## config.mk

```make
export PLATFORM = sky130hd
export DESIGN_NAME = freq_meter
export DESIGN_NICKNAME = d
export VERILOG_FILES = /design/src/rtl/freq_meter_pkg.sv /design/src/rtl/freq_meter_sync_edge_det.sv /design/src/rtl/freq_meter.sv
export SDC_FILE = /design/constraint.sdc
export NUM_CORES = 1
export LEC_CHECK = 0
export CAP_MARGIN = 0
export CORE_MARGIN = 3
export CORE_UTILIZATION = 50
export CTS_BUF_LIST = sky130_fd_sc_hd__clkbuf_4
export DETAILED_ROUTE_END_ITERATION = 10
export PLACE_DENSITY_LB_ADDON = 0.3
export SLEW_MARGIN = 0
export SYNTH_ARGS = -nofsm -noshare
export SYNTH_HDL_FRONTEND = slang
export SYNTH_HIERARCHICAL = 1
export SYNTH_SLANG_ARGS = --single-unit
```

## constraint.sdc

```tcl
create_clock -name clk_i -period 1.97 [get_ports clk_i]
set_clock_uncertainty 0.05 [all_clocks]
set_input_delay 0.394 -clock clk_i [delete_from_list [all_inputs] [get_ports clk_i]]
set_output_delay 0.394 -clock clk_i [all_outputs]
set_load 0.02 [all_outputs]
```

## src/rtl/freq_meter_pkg.sv

```systemverilog
// -----------------------------------------------------------------------------
// freq_meter_pkg
// Shared types and constants for the frequency meter.
//   state_t     : measurement FSM states (IDLE, SETTLE, GATE, DONE)
//   AVG_WINDOWS : number of windows averaged when FREQ_METER_AVG_EN is defined
//   AVG_SHIFT   : log2(AVG_WINDOWS), used for the divide-by-4 of the average
// -----------------------------------------------------------------------------
package freq_meter_pkg;

  typedef enum logic [1:0] {
    IDLE   = 2'd0,
    SETTLE = 2'd1,
    GATE   = 2'd2,
    DONE   = 2'd3
  } state_t;

  localparam int AVG_WINDOWS = 4;
  localparam int AVG_SHIFT   = $clog2(AVG_WINDOWS);

endpackage

```

## src/rtl/freq_meter_sync_edge_det.sv

```systemverilog
// -----------------------------------------------------------------------------
// sync_edge_det
// Brings an asynchronous input into the clk_i domain through SYNC_STAGES
// flops and flags its rising edges.
//   clk_i  : reference clock
//   rst_i  : synchronous active-high reset, clears every flop
//   sig_i  : asynchronous input
//   rise_o : one-cycle pulse per synchronized rising edge
// -----------------------------------------------------------------------------
module sync_edge_det #(
  parameter int SYNC_STAGES = 2
) (
  input  logic clk_i,
  input  logic rst_i,
  input  logic sig_i,
  output logic rise_o
);

  logic [SYNC_STAGES-1:0] sync_reg;
  logic                   prev_reg;

  always_ff @(posedge clk_i) begin
    if (rst_i) begin
      sync_reg <= '0;
      prev_reg <= 1'b0;
    end else begin
      sync_reg <= {sync_reg[SYNC_STAGES-2:0], sig_i};
      prev_reg <= sync_reg[SYNC_STAGES-1];
    end
  end

  // Rise is taken from the last synchronizer stage against its delayed copy.
  assign rise_o = sync_reg[SYNC_STAGES-1] & ~prev_reg;

endmodule

```

## src/rtl/freq_meter.sv

```systemverilog
// -----------------------------------------------------------------------------
// freq_meter
// Counts rising edges of an asynchronous square wave over a gate window of
// GATE_CYCLES reference cycles and reports the count as a frequency code.
//   clk_i        : reference clock (only clock of the block)
//   rst_i        : synchronous active-high reset
//   sig_i        : asynchronous signal under measurement
//   start_i      : one-cycle start request, honoured only in IDLE
//   continuous_i : sampled in DONE; high repeats windows back-to-back
//   busy_o       : high while a measurement is in progress
//   count_o      : result of the last completed measurement
//   valid_o      : one-cycle pulse when count_o/overflow_o update
//   overflow_o   : the edge counter saturated during the measurement
// Optional feature macro FREQ_METER_AVG_EN: each result is the floor of the
// mean of four consecutive windows; a single start runs four windows.
// -----------------------------------------------------------------------------
module freq_meter
  import freq_meter_pkg::*;
#(
  parameter int GATE_CYCLES = 1000,
  parameter int COUNT_WIDTH = 16,
  parameter int SYNC_STAGES = 2
) (
  input  logic                   clk_i,
  input  logic                   rst_i,
  input  logic                   sig_i,
  input  logic                   start_i,
  input  logic                   continuous_i,
  output logic                   busy_o,
  output logic [COUNT_WIDTH-1:0] count_o,
  output logic                   valid_o,
  output logic                   overflow_o
);

  localparam int GW = $clog2(GATE_CYCLES + 1);
  localparam int SW = $clog2(SYNC_STAGES + 1);
  localparam logic [GW-1:0]          GATE_LAST   = GW'(GATE_CYCLES - 1);
  localparam logic [SW-1:0]          SETTLE_LAST = SW'(SYNC_STAGES);
  localparam logic [COUNT_WIDTH-1:0] COUNT_MAX   = '1;

  state_t                 state_reg;
  logic [SW-1:0]          settle_cnt_reg;
  logic [GW-1:0]          gate_cnt_reg;
  logic [COUNT_WIDTH-1:0] edge_cnt_reg, edge_cnt_next;
  logic                   sat_reg, sat_next;
  logic [COUNT_WIDTH-1:0] count_reg;
  logic                   overflow_reg;
  logic                   valid_reg;
  logic                   busy_reg;
  logic                   rise;

  sync_edge_det #(.SYNC_STAGES(SYNC_STAGES)) u_sync (
    .clk_i  (clk_i),
    .rst_i  (rst_i),
    .sig_i  (sig_i),
    .rise_o (rise)
  );

  // Edge counter including the current cycle's edge, so the last gate cycle
  // is counted when the result is captured on the GATE -> DONE transition.
  always_comb begin
    edge_cnt_next = edge_cnt_reg;
    sat_next      = sat_reg;
    if (rise) begin
      if (edge_cnt_reg == COUNT_MAX) sat_next = 1'b1;
      else                           edge_cnt_next = edge_cnt_reg + 1'b1;
    end
  end

`ifdef FREQ_METER_AVG_EN
  localparam int AW = COUNT_WIDTH + AVG_SHIFT;
  logic [AW-1:0]        acc_reg;
  logic [AW-1:0]        acc_sum;
  logic [AVG_SHIFT-1:0] win_idx_reg;
  logic                 ovf_acc_reg;
  logic                 last_win;

  assign acc_sum  = acc_reg + AW'(edge_cnt_next);
  assign last_win = (win_idx_reg == AVG_SHIFT'(AVG_WINDOWS - 1));
`endif

  always_ff @(posedge clk_i) begin
    if (rst_i) begin
      state_reg      <= IDLE;
      settle_cnt_reg <= '0;
      gate_cnt_reg   <= '0;
      edge_cnt_reg   <= '0;
      sat_reg        <= 1'b0;
      count_reg      <= '0;
      overflow_reg   <= 1'b0;
      valid_reg      <= 1'b0;
      busy_reg       <= 1'b0;
`ifdef FREQ_METER_AVG_EN
      acc_reg        <= '0;
      win_idx_reg    <= '0;
      ovf_acc_reg    <= 1'b0;
`endif
    end else begin
      valid_reg <= 1'b0;
      case (state_reg)
        IDLE: begin
`ifdef FREQ_METER_AVG_EN
          acc_reg     <= '0;
          win_idx_reg <= '0;
          ovf_acc_reg <= 1'b0;
`endif
          if (start_i) begin
            state_reg      <= SETTLE;
            busy_reg       <= 1'b1;
            settle_cnt_reg <= '0;
          end
        end

        // Lets the synchronizer flush stale samples before counting begins.
        SETTLE: begin
          if (settle_cnt_reg == SETTLE_LAST) begin
            state_reg    <= GATE;
            gate_cnt_reg <= '0;
            edge_cnt_reg <= '0;
            sat_reg      <= 1'b0;
          end else begin
            settle_cnt_reg <= settle_cnt_reg + 1'b1;
          end
        end

        GATE: begin
          edge_cnt_reg <= edge_cnt_next;
          sat_reg      <= sat_next;
          if (gate_cnt_reg == GATE_LAST) begin
            state_reg <= DONE;
`ifdef FREQ_METER_AVG_EN
            if (last_win) begin
              count_reg    <= COUNT_WIDTH'(acc_sum >> AVG_SHIFT);
              overflow_reg <= ovf_acc_reg | sat_next;
              valid_reg    <= 1'b1;
              acc_reg      <= '0;
              ovf_acc_reg  <= 1'b0;
              win_idx_reg  <= '0;
            end else begin
              acc_reg     <= acc_sum;
              ovf_acc_reg <= ovf_acc_reg | sat_next;
              win_idx_reg <= win_idx_reg + 1'b1;
            end
`else
            count_reg    <= edge_cnt_next;
            overflow_reg <= sat_next;
            valid_reg    <= 1'b1;
`endif
          end else begin
            gate_cnt_reg <= gate_cnt_reg + 1'b1;
          end
        end

        // Edges seen here are dropped; a restart goes straight back to GATE
        // because the synchronizer is already primed.
        DONE: begin
`ifdef FREQ_METER_AVG_EN
          if (continuous_i || (win_idx_reg != '0)) begin
`else
          if (continuous_i) begin
`endif
            state_reg    <= GATE;
            gate_cnt_reg <= '0;
            edge_cnt_reg <= '0;
            sat_reg      <= 1'b0;
          end else begin
            state_reg <= IDLE;
            busy_reg  <= 1'b0;
          end
        end

        default: begin
          state_reg <= IDLE;
          busy_reg  <= 1'b0;
        end
      endcase
    end
  end

  assign busy_o     = busy_reg;
  assign count_o    = count_reg;
  assign valid_o    = valid_reg;
  assign overflow_o = overflow_reg;

endmodule

```

### Yosys cells after proc, flatten, opt, wreduce, memory -nomap -nowiden

Index checks and enable logic that the tools add are counted.

| storage, ports and cells | value |
|---|---|
| register bits | 53 |
| input port bits | 5 |
| output and inout port bits | 19 |

| operators by class | value |
|---|---|
| $add $sub $neg | 3 |
| equal/unequal tests | 13 |
| mux-type cells | 26 |
| bitwise operators | 3 |
| reductions and logical operators | 11 |

Operators by type and width:

| operator | number |
|---|---|
| $mux W16 | 4 |
| $pmux W16 S3 | 1 |
| $mux W10 | 3 |
| $pmux W10 S3 | 1 |
| $add A16 B1 Y16 const B | 1 |
| $eq A16 B16 Y1 const B | 1 |
| $ne A2 B2 Y1 const B | 7 |
| $mux W2 | 6 |
| $reduce_and A3 Y1 | 4 |
| $add A10 B1 Y10 const B | 1 |
| $eq A10 B10 Y1 const B | 1 |
| $pmux W2 S4 | 1 |
| $mux W1 | 7 |
| $eq A2 B2 Y1 const B | 3 |
| $pmux W2 S2 | 1 |
| $reduce_and A4 Y1 | 1 |
| $reduce_bool A2 Y1 | 2 |
| $pmux W1 S3 | 1 |
| $reduce_bool A3 Y1 | 1 |
| $add A2 B1 Y2 const B | 1 |
| $eq A2 B1 Y1 const B | 1 |
| $logic_not A2 Y1 | 1 |
| $not A1 Y1 | 2 |
| $pmux W1 S2 | 1 |
| other kinds (3) | 3 |

### Longest topological paths before layout

| depth | value |
|---|---|
| depth after elaboration | 4 |
| mapped depth | 8 |
| gate-level depth less buffers | 7 |

### By module

The synthesis kept the hierarchy.

Modules (own cells, without submodules):

| module | times used | cells each | area each (µm²) | sequential area each (µm²) |
|---|---|---|---|---|
| freq_meter | 1 | 305 | 2592.5 | 1001.0 |
| sync_edge_det | 1 | 7 | 87.6 | 60.1 |

### Least setup slack after synthesis

OpenSTA, ideal clock, no wires.

| timing | value |
|---|---|
| kind | register to register |
| start | register edge_cnt_reg[0] |
| end | register count_reg[5], in the netlist count_o[5] |
| library setup time | 0.086 ns |
| arrival | 1.766 ns |
| path slack | 0.068 ns |
| stages on the path, launching flop included | 8 |
| path through | dfxtp_1 ha_1 nand4_1 or4_4 buf_6 nand4_1 xor2_1 a211oi_1 |

| on the way | value |
|---|---|
| longest elaborated chain between the ends | 3 |
| elaborated cells between the ends (all ways) | 4 |

RTL lines:

| element | RTL line | text |
|---|---|---|
| from (decl) | freq_meter.sv:44 | `logic [COUNT_WIDTH-1:0] edge_cnt_reg, edge_cnt_next;` |
| from (signal assigned) | freq_meter.sv:127 | `edge_cnt_reg <= edge_cnt_next;` |
| $add A16 B1 Y16 or $eq A16 B16 Y1 (tied branches) | freq_meter.sv:66, freq_meter.sv:65 |  |
| $mux W16 * | freq_meter.sv:65 | `if (edge_cnt_reg == COUNT_MAX) sat_next = 1'b1;` |
| $mux W16 * | freq_meter.sv:64 | `if (rise) begin` |
| to (signal assigned) | freq_meter.sv:145 | `count_reg <= edge_cnt_next;` |
| to (decl) | freq_meter.sv:46 | `logic [COUNT_WIDTH-1:0] count_reg;` |

Mark *: on every way between the ends. The rest lies on a longest branch, timed or not.
A chain may end at the register's enable or synchronous reset.

### Worst setup path after layout

| timing | value |
|---|---|
| start | register edge_cnt_reg[0] |
| end | register count_reg[4], in the netlist count_o[4] |

The elaborated chain is that of the path after synthesis.

==> flow_summary_export.csv <==
group,metric,value,unit
logic_synthesis,synth.area.top_cells,"dfxtp_1 40%, nor2_1 5.2%, a21oi_1 4.3%",
sta,setup_violations,0,
cells_and_area,area_growth,22.60,%
floorplan,core-area,5140,um2
critical_path,slowest_delay,0.59,ns
placement,gp_congestion,0.8966,
floorplan,die_h,79.21,um
critical_path,crit_family,"simple AND/OR/NAND/NOR gates",
power_and_ir_drop,p_per_area,557.1,nW/um2
logic_synthesis,synth_top_area_frac,0.3959,
floorplan,io_pins,24,
clock_tree,clock_latency,0.38,ns
sta,tns,0,ns
detailed_routing,drt-pass1-iter-count,4,
placement,port-buffer-count,23,
sta,final.min_clock_period,1.922,ns
critical_path,r2r_slack,0.05,ns
critical_path,critPathSlowestCell,"or4_4",
power_and_ir_drop,vdd_drop_max,0.0003024,V
global_route,grt_usage,0.2032,
detailed_routing,via_count,2440,
run_status,status,"complete, no violations",
run,drv_cap,0,
floorplan,die_x,79.21,um
global_route,antenna_found_initial,0,
logic_synthesis,avgSynthCellArea,8.590,um2
cells_and_area,drive_gt1_frac,0.2231,
power_and_ir_drop,p_leak,1.128,nW
sta,timing.final.ws_setup,0.04831,ns
logic_synthesis,synth.distinct_cells,58,
detailed_routing,wl,6.344,mm
cells_and_area,layout_common_cells,"50 x dfxtp_1, 40 x buf_4, 37 x nor2_1, 26 x nand2_1",
sta,worst_slew_pin_slew,0.3906,ns
clock_tree,cts_buffers,5,
logic_synthesis,syn_inst,312,
sta,rsz0062_at_grt,"yes",
critical_path,crit_required,2.24,ns
detailed_routing,ant_nets,0,
critical_path,crit_buf_inv,1,
logic_synthesis,synth-seq-cells,53,
clock_tree,htreeDepth,2,
cells_and_area,final_net_count,370,
logic_synthesis,netlist_area,2680,um2
logic_synthesis,syn-num-nets,320,
global_route,grt_max_degree,19,
clock_tree,cts_root_buf,"clkbuf_4",
clock_tree,clk_pin_slew,0.15,ns
sta,hold_viol_final,0,
sta,relSlewSlack,0.7372,
logic_synthesis,synth-seq-area-share,0.3959,
logic_synthesis,synth_top_flop_cell,"dfxtp_1",
clock_tree,postCtsHoldBufs,0,
cells_and_area,fin_area,3286,um2
placement,post-dp-hpwl,4.495,mm
placement,place_inst,422,
detailed_routing,via_per_inst,5.635,
global_route,grt_pass1_wl,10.34,mm
critical_path,cp_cell_sequence,"ha_2 > nand4_1 > or4_4 > buf_2 > nand3_1 > o211ai_1 > a21oi_1",
logic_synthesis,synth_area_leader_cell,"dfxtp_1",
critical_path,endpoint_kind,"flop",
critical_path,critical_path_class,"reg -> reg",
clock_tree,ctsLongestPathBuffers,2,
critical_path,cp.arrival,2.19,ns
logic_synthesis,async_flop_share,0,
sta,fin_crit_sh,0.9755,
clock_tree,cts_tree,"yes",
global_route,grt_pass1_vias,2263,
critical_path,cp-start-kind,"flop",
logic_synthesis,synth_edf_count,0,
global_route,gr-total-overflow,0,
floorplan,rows,26,
floorplan,die_area,6274,um2
clock_tree,cts_sinks,53,
cells_and_area,layout_commonest_cell,"dfxtp_1",
logic_synthesis,yosysWarnings,6,
cells_and_area,final_cells,433,
sta,timing.fmax,520.4,MHz
detailed_routing,drc,0,
sta,maxSlewViolCount,0,
cells_and_area,diodes,0,
min_path,hold_class,"reg -> reg",
placement,dpl_cell_area,3149,um2
critical_path,crit_fanout,7,
placement,place_ws,0.03945,ns
detailed_routing,wl_per_cell,14.65,um
floorplan,start_util,0.5214,
detailed_routing,initialDrtViolationCount,154,
-- per-layer routing --
| layer | vias to the layer above | wire, um | GRT usage |
|---|---|---|---|
| met5 | - | 0 | 0 |
| met4 | 0 | 68 | 0.06529 |
| met3 | 7 | 242 | 0.03175 |
| met2 | 52 | 3094 | 0.3468 |
| met1 | 1143 | 2939 | 0.2616 |
| li1 | 1238 | - | - |
-- worst reg2reg max path: stages, from the launching register on --
cell and delay [ns]:
dfxtp_1 0.37, ha_2 0.21, nand4_1 0.13, or4_4 0.59
buf_2 0.20, nand3_1 0.09, o211ai_1 0.09, a21oi_1 0.15
-- what timing repair did --
item | in CTS | in global routing
endpoints found under the setup margin | 0 | 14
endpoints found under the hold margin | 0 | 0
buffers inserted | 0 | 3
resized for setup | 0 | 11
-- per-stage QoR --
step / util / hold WS (ns) / power, mW
after global placement: 0.6127 / 0.3738 / 1.224
after CTS: 0.6280 / 0.4094 / 1.837
after detailed placement: 0.6127 / 0.3787 / 1.227
after floorplan: - / 0.3638 / 1.187
final: 0.6392 / 0.4081 / 1.830
after global routing: 0.6392 / 0.4224 / 1.886
-- final timing paths --
check,end,depth (start not counted),start
max,count_o[4],7,edge_cnt_reg[0]
min,u_sync/sync_reg[1],1,u_sync/sync_reg[0]
max reg2reg,count_o[4],7,edge_cnt_reg[0]
min reg2reg,u_sync/sync_reg[1],1,u_sync/sync_reg[0]
-- synth_stat cells, types with 3 or more instances --
cell       n
dfxtp_1   53
ha_1       3
nand4_1    9
nor2_1    37
a21oi_1   23
a211oi_1   7
a22oi_1    3
nor2_2     3
xnor2_1    5
nand2b_1   4
nor4_1     3
clkbuf_1   8
nor2b_1    4
o21ai_0    9
xor2_1    11
nor4_2     3
nand3_1   11
buf_2      6
o211ai_1   5
a21o_1     6
nand2_1   27
nor3_1     6
a31oi_1   14
inv_1      5
-- cell type report --
cell class / instances / area, um2
fillers: 486 / 1854
multi-input cells: 233 / 1500
flip-flops and latches: 53 / 1065
repair buffers: 64 / 535.5
well taps: 70 / 87.58
clock buffers: 6 / 45.04
clock inverters: 2 / 33.78
inverters: 5 / 18.77
-- where the power goes --
group	switching, mW	internal, mW
registers	0.00690	1.08
logic	0.0638	0.0504
clock network	0.346	0.279
-- cells by family after synthesis --
group / after synthesis / share of synthesized area
xor gates and xnor gates: 16 / 0.05229
buffers and inverters: 26 / 0.05696
muxes: 2 / 0.007470
AOI/OAI and AO/OA: 80 / 0.1951
and+or+nand+nor: 132 / 0.2782
adders and majority gates: 3 / 0.01401
DFF: 53 / 0.3959
(Power assumes the default switching activity.)
